### config.mk
export PLATFORM = sky130hd
export DESIGN_NAME = mem_access_unit
export DESIGN_NICKNAME = d
export VERILOG_FILES = /design/src/rtl/mem_access_unit.sv
export SDC_FILE = /design/constraint.sdc
export NUM_CORES = 1
export LEC_CHECK = 0
export ABC_AREA = 1
export BUFFER_PORTS_ARGS = -buffer_cell sky130_fd_sc_hd__buf_2
export CAP_MARGIN = 0
export CORE_MARGIN = 2
export CORE_UTILIZATION = 31
export CTS_CLUSTER_SIZE = 14
export DETAILED_ROUTE_END_ITERATION = 10
export GPL_TIMING_DRIVEN = 0
export SLEW_MARGIN = 25
export SYNTH_ARGS = -nofsm -noshare
export SYNTH_HDL_FRONTEND = slang
export SYNTH_SLANG_ARGS = --single-unit
### constraint.sdc
create_clock -name Clk -period 3.85 [get_ports Clk]
set_clock_uncertainty 0.1 [all_clocks]
set_input_delay 0.385 -clock Clk [delete_from_list [all_inputs] [get_ports Clk]]
set_output_delay 0.385 -clock Clk [all_outputs]
set_load 0.01 [all_outputs]
### src/rtl/mem_access_unit.sv
// Load/store front end for the byte-lane data memory: one request in flight,
// with range/size fault checking, write strobes and sign/zero-extended loads.
module mem_access_unit #(
    parameter int ADDR_BITS = 12,
    parameter int RD_LAT    = 1
) (
    input  logic        Clk,
    input  logic        Reset_n,
    input  logic        req_valid,
    output logic        req_ready,
    input  logic        req_we,
    input  logic [1:0]  req_size,
    input  logic        req_unsigned,
    input  logic [31:0] req_addr,
    input  logic [31:0] req_wdata,
    output logic        rsp_valid,
    input  logic        rsp_ready,
    output logic [31:0] rsp_rdata,
    output logic        rsp_fault,
    output logic [31:0] mem_raddress,
    output logic [31:0] mem_waddress,
    output logic [31:0] mem_datain,
    output logic [3:0]  mem_wr,
    input  logic [31:0] mem_dataout
);

    // state | meaning
    // IDLE  | waiting for a request, req_ready high
    // WRITE | single cycle with the byte strobe on mem_wr
    // READ  | waiting out the memory read latency
    // RESP  | response held until rsp_ready
    typedef enum logic [1:0] {IDLE, WRITE, READ, RESP} state_t;

    localparam int CNT_W = $clog2(RD_LAT + 1);

    state_t             r_state;
    state_t             w_state_nxt;
    logic [31:0]        r_addr;
    logic [31:0]        r_wdata;
    logic [31:0]        r_rdata;
    logic [3:0]         r_strb;
    logic [1:0]         r_size;
    logic               r_unsigned;
    logic               r_fault;
    logic [CNT_W-1:0]   r_cnt;

    logic               w_accept;
    logic [32:0]        w_nbytes;
    logic [32:0]        w_end;
    logic [3:0]         w_strb;
    logic               w_size_bad;
    logic               w_range_bad;
    logic               w_fault;
    logic [31:0]        w_wmask;
    logic [31:0]        w_ext;

    assign w_accept = req_valid && (r_state == IDLE);

    always_comb begin
        w_nbytes   = 33'd1;
        w_strb     = 4'b0000;
        w_size_bad = 1'b0;
        case (req_size)
            2'b00:   begin w_nbytes = 33'd1; w_strb = 4'b0001; end
            2'b01:   begin w_nbytes = 33'd2; w_strb = 4'b0011; end
            2'b10:   begin w_nbytes = 33'd4; w_strb = 4'b1111; end
            default: w_size_bad = 1'b1;
        endcase
    end

    // Last byte touched, computed in 33 bits so a wrap past 2^32 still faults
    assign w_end       = {1'b0, req_addr} + w_nbytes - 33'd1;
    assign w_range_bad = (w_end >= (33'd1 << ADDR_BITS));
    assign w_fault     = w_size_bad || w_range_bad;
    assign w_wmask     = {{8{w_strb[3]}}, {8{w_strb[2]}}, {8{w_strb[1]}}, {8{w_strb[0]}}};

    always_comb begin
        w_ext = mem_dataout;
        case (r_size)
            2'b00:   w_ext = {{24{~r_unsigned & mem_dataout[7]}},  mem_dataout[7:0]};
            2'b01:   w_ext = {{16{~r_unsigned & mem_dataout[15]}}, mem_dataout[15:0]};
            default: w_ext = mem_dataout;
        endcase
    end

    always_ff @(posedge Clk or negedge Reset_n) begin
        if (!Reset_n) begin
            r_state <= IDLE;
        end else begin
            r_state <= w_state_nxt;
        end
    end

    always_comb begin
        w_state_nxt = r_state;
        req_ready   = 1'b0;
        rsp_valid   = 1'b0;
        mem_wr      = 4'b0000;
        case (r_state)
            IDLE: begin
                req_ready = Reset_n;
                if (req_valid) begin
                    if (w_fault)     w_state_nxt = RESP;
                    else if (req_we) w_state_nxt = WRITE;
                    else             w_state_nxt = READ;
                end
            end
            WRITE: begin
                mem_wr      = r_strb;
                w_state_nxt = RESP;
            end
            READ: begin
                if (r_cnt == '0) w_state_nxt = RESP;
            end
            RESP: begin
                rsp_valid = 1'b1;
                if (rsp_ready) w_state_nxt = IDLE;
            end
            default: w_state_nxt = IDLE;
        endcase
    end

    always_ff @(posedge Clk or negedge Reset_n) begin
        if (!Reset_n) begin
            r_addr     <= '0;
            r_wdata    <= '0;
            r_rdata    <= '0;
            r_strb     <= '0;
            r_size     <= '0;
            r_unsigned <= 1'b0;
            r_fault    <= 1'b0;
            r_cnt      <= '0;
        end else if (w_accept) begin
            r_addr     <= req_addr;
            r_wdata    <= req_wdata & w_wmask;
            r_rdata    <= '0;
            r_strb     <= w_strb;
            r_size     <= req_size;
            r_unsigned <= req_unsigned;
            r_fault    <= w_fault;
            r_cnt      <= CNT_W'(RD_LAT);
        end else if (r_state == READ) begin
            if (r_cnt == '0) r_rdata <= w_ext;
            else             r_cnt   <= r_cnt - CNT_W'(1);
        end
    end

    assign rsp_rdata    = r_rdata;
    assign rsp_fault    = r_fault;
    assign mem_raddress = r_addr;
    assign mem_waddress = r_addr;
    assign mem_datain   = r_wdata;

endmodule
Word level (Yosys, flattened, before mapping)
Cells that the tools add are included.

word-level totals
  input bits = 104
  register bits = 107

operators by class
  order comparisons = 1
  muxes and demuxes = 19
  bitwise gates (word level) = 4
  reductions and logical operators = 9
  eq/ne operators = 10
  add/subtract/negate cells = 3

operators by type and width
  cell                                                                     number
  32-bit two-way mux                                                       3
  32-bit case mux with 2 select lines                                      1
  32-bit by 33-bit adder with 33-bit output                                1
  33-bit by 13-bit >= comparator with 1-bit output, second input constant  1
  33-bit by 1-bit subtractor with 33-bit output, second input constant     1
  32-bit AND                                                               1
  4-bit case mux with 3 select lines                                       1
  2-bit two-way mux                                                        5
  2-bit case mux with 4 select lines                                       1
  2-bit by 1-bit equality test with 1-bit output, second input constant    3
  2-bit equality test, second input constant                               3
  2-bit logical NOT                                                        3
  1-bit two-way mux                                                        6
  2-bit inequality test, second input constant                             3
  3-bit case mux with 2 select lines                                       1
  4-bit two-way mux                                                        1
  3-bit AND reduction                                                      1
  3-bit OR reduction                                                       1
  1-bit AND                                                                2
  2-bit by 1-bit inequality test with 1-bit output, second input constant  1
  2-bit AND reduction                                                      1
  2-bit nonzero test                                                       1
  1-bit logical AND                                                        1
  1-bit logical OR                                                         1
  2 further kinds                                                          2

Logic depth before layout (Yosys ltp)
  depth in word-level cells = 9
  gate-level depth with buffers = 25
  gate-level depth less buffers = 25

Worst setup path after synthesis
No wires, ideal clock.

  path kind = input -> register
  start = input req_size[0]
  end = register r_state[0]
  path buffers = 0
  data required time = 3.625 ns
  setup time = 0.125 ns
  setup slack = 0.898 ns
  stages on the path = 22
  data arrival time = 2.727 ns
  path through = inv_1 -> ha_1 -> clkinv_1 -> ha_1 -> inv_1 -> ha_1 -> inv_1 -> fa_1 -> inv_1 -> nand3_1 -> nand3_1 -> nand3_1 -> nand3_1 -> nand2_1 -> nand3_1 -> nand2_1 -> nor2_1 -> nand2_1 -> nor2_2 -> nand3_1 -> nand2_1 -> a21oi_1

on the way
  word-level cells in the longest chain between the ends = 9
  elaborated cells between the ends (all ways) = 13
  those cells by class = add/sub (2); order compare (1); eq/ne (2); mux (5); reduce/logical (3)

RTL lines
  element                                                                                line  text
  from (decl)                                                                            12    input logic [1:0] req_size,
  2-bit equality test or 2-bit by 1-bit equality test with 1-bit output (tied branches)  63    case (req_size)
  3-bit case mux with 2 select lines                                                     63
  32-bit by 33-bit adder with 33-bit output                                              72    assign w_end = {1'b0, req_addr} + w_nbytes - 33'd1;
  33-bit by 1-bit subtractor with 33-bit output                                          72
  33-bit by 13-bit >= comparator with 1-bit output                                       73    assign w_range_bad = (w_end >= (33'd1 << ADDR_BITS));
  1-bit logical OR (*)                                                                   74    assign w_fault = w_size_bad || w_range_bad;
  2-bit two-way mux (*)                                                                  103   if (w_fault) w_state_nxt = RESP;
  2-bit two-way mux (*)                                                                  102   if (req_valid) begin
  2-bit case mux with 4 select lines (*)                                                 99    case (r_state)
  to (signal assigned)                                                                   90    r_state <= w_state_nxt;
  to (decl)                                                                              36    state_t r_state;

Mark *: on every way between the ends. The rest lies on a longest branch, timed or not. The select of a mux whose other input is x is not followed.
A chain may end at the register's enable or synchronous reset.

Worst setup path after layout
Ends and elaborated chain as after synthesis.

==> flow_summary.ini <==
[layout]
nNetsFinal = 1432
design_area_mm2 = 0.00895
synthToLayoutAreaGrowth_pct = 27.1
drive_above_1_share_pct = 24.2
final_cell_count_no_fill = 1575
diodes = 0

[cts]
cts_tree = done
clk_pin_slew_worst_paths_ns = 0.08
clock_sinks = 106
postCtsSetupRepairBufs = 0
htreeDepth = 3
cts_buffers = 9
clkLatencyLatePin_ns = 0.35
root_buffer = clkbuf_16
cts_buffer_depth = 2

[pwr]
intPower_uw = 3190
p_per_area_mw_per_mm2 = 608
power.leakage_uw = 0.00532
peakVddDrop_v = 0.000271
swShare_pct = 41.3
pwr-share-clk_pct = 17.9
pwr-share-comb_pct = 46.8
p_switching_uw = 2250
seqPwrFrac_pct = 35.3

[outcome]
status = complete, no violations

[place]
dp_cells = 1558
place.gp.congestion = 0.912
place_hpwl_um = 17900
placed_area_mm2 = 0.00862
place_ws_ns = 0.0206
portBuffers = 238

[critical_path]
r2r_slack_ns = 1.07
cp-end-kind = register
critPathArrivalTime_ns = 3.50
crit_path_start = req_size[0]
rr_worst_depth = 8
cp_data_required_time_ns = 3.98
crit_type = primary input to register
reg2reg_to = rsp_rdata[6]
crit_path_end = r_state[0]
rr_startpoint = r_state[0]
crit_path_start_kind = primary input
crit_fanout = 9

[synthesis]
synth_area_leaders = dfrtp_1 (38%), nand2_1 (18%), inv_1 (8.7%)
syn_area_mm2 = 0.00704
yosys_warnings = 0
synth_area_leader_cell = dfrtp_1
synth_top_area_share_pct = 37.7
synth_cell_types = 28
async_reset_ff_share_pct = 100
synth_seq_cells = 106
syn-num-nets = 1181
syn_avg_cell_area_um2 = 6.81
yosysMostFrequentCell = nand2_1
ys_seq_area_share_pct = 37.7
syn_inst = 1034
ys.flop_type = dfrtp_1
synth_edf_count = 0
synthTopCellsByCount = nand2_1 (335), inv_1 (163), dfrtp_1 (106)

[timing]
worstMarginPinSlew_ns = 0.733
setup_viol = 0
setup_slack_ns = 0.483
holdWs_ns = 0.124
period_minus_slack_ns = 3.37
finalMaxSlewViolations = 0
hold_viol_final = 0
slew_headroom_pct = 50.9
max_freq_mhz = 297
rsz0062_at_grt = no
finalSetupTns_ns = 0
period_share_pct = 87.5

[route]
wl_um = 21800
drtAntennaViolNets = 0
wire_per_inst_um = 13.8
drc = 0
vias_per_cell = 4.59
dr.pass1.iters = 7
vias = 7224
dr.first_iter.drc_count = 478

[floorplanning]
io_pins = 239
core_mm2 = 0.0224
row_count = 55
die_area_mm2 = 0.0239
die_w_um = 155
start_util_pct = 31.4
die_h_um = 155

[min_path]
hp-start = mem_dataout[1]
hold_path_class = primary input to register

[global_route]
antenna_found_initial = 1
grt_pass1_wl_um = 34800
overflow = 0
grtUsageTotal_pct = 18.1
grt_max_degree = 67
grt_pass1_vias = 6893

[flow_run]
drv_cap = 0
-- worst min path at each step --
stage,slack (ns),depth (start not counted),endpoint
after floorplan,-0.01,0,mem_datain[0]
after global placement,0.36,2,mem_datain[21]
after detailed placement,0.24,1,rsp_rdata[18]
after CTS,0.11,3,rsp_rdata[1]
after global routing,0.12,3,rsp_rdata[2]
final,0.12,3,rsp_rdata[1]
-- registers in the layout (all words and copies together), names as in the netlist --
name and flops:
r_size 2, rsp_rdata 32, mem_raddress 32, rsp_fault 1, r_cnt 1, r_unsigned 1
r_strb 3, mem_datain 32, r_state 2
-- what timing repair did --
action / 4_1_cts / 5_1_grt
resized for setup: 0 / 1
hold endpoints to repair: 40 / 0
hold buffers: 1 / 0
endpoints found under the setup margin: 0 / 1
-- power groups by stage --
stage | combinational, µW | clock (µW) | sequential [µW]
2_1_floorplan | 1330 | 0 | 2100
3_3_place_gp | 2540 | 0 | 1930
5_1_grt | 2870 | 1050 | 1990
6_report | 2540 | 974 | 1920
3_5_place_dp | 2580 | 0 | 1950
4_1_cts | 2580 | 1010 | 1930
-- placed cells by master (no fill, tap or decap), types with 2 or more instances in the layout --
cell and instances:
nand2_1 335, buf_2 237, inv_1 163, dfrtp_1 106, o21ai_0 99, nand3_1 76, nor2_1 68, ha_1 42
a21oi_1 34, buf_4 33, clkbuf_1 25, clkbuf_16 9, nand4_1 7, nand2_2 6, inv_2 6, o21ai_1 5
nand3b_1 5, nor2_2 4, o21bai_1 3, nor3_2 3, nor3_1 2, or2_2 2, clkinv_1 2, clkinvlp_4 2
inv_6 2
-- cell type report --
class	count	area [µm²]
Fill cell	2461	13500
Multi-Input combinational cell	697	3400
Sequential cell	106	2650
Timing Repair Buffer	240	1230
Inverter	172	649
Tap cell	285	357
Buffer	59	345
Clock buffer	9	225
Clock inverter	7	87.6
-- metal layers --
layer / part of all wire, % / GRT usage [%]
met5: 0.060 / 0
met4: 1.4 / 4.28
met3: 6.3 / 3.84
met2: 49 / 32.5
met1: 43 / 22.3
-- per-stage QoR --
stage	utilization, %	power (µW)
2_1_floorplan	-	3430
3_3_place_gp	38.3	4470
3_5_place_dp	38.4	4520
4_1_cts	39.9	5520
5_1_grt	39.9	5910
6_report	39.9	5440
-- logic make-up after synthesis --
logic type | after synthesis | share of synthesized area, %
compound gates | 143 | 10.4
buf+inv | 231 | 14.1
fa+ha+maj | 43 | 7.75
flops | 106 | 37.7
simple gates | 511 | 30.2
-- worst max-delay path, stage by stage --
cell	delay [ns]
buf_2	0.11
inv_1	0.07
ha_1	0.37
clkinvlp_4	0.23
ha_1	0.24
inv_1	0.05
ha_1	0.22
inv_1	0.07
fa_1	0.36
inv_1	0.09
nand3_1	0.06
nand3_1	0.11
nand3_1	0.10
nand3_1	0.18
nand2_1	0.11
nand3_1	0.08
nand2_1	0.07
nor2_1	0.10
nand2_1	0.07
nor2_2	0.19
nand3_1	0.11
nand2_1	0.07
a21oi_1	0.06
Note: power is estimated with default switching activity, not from simulation.
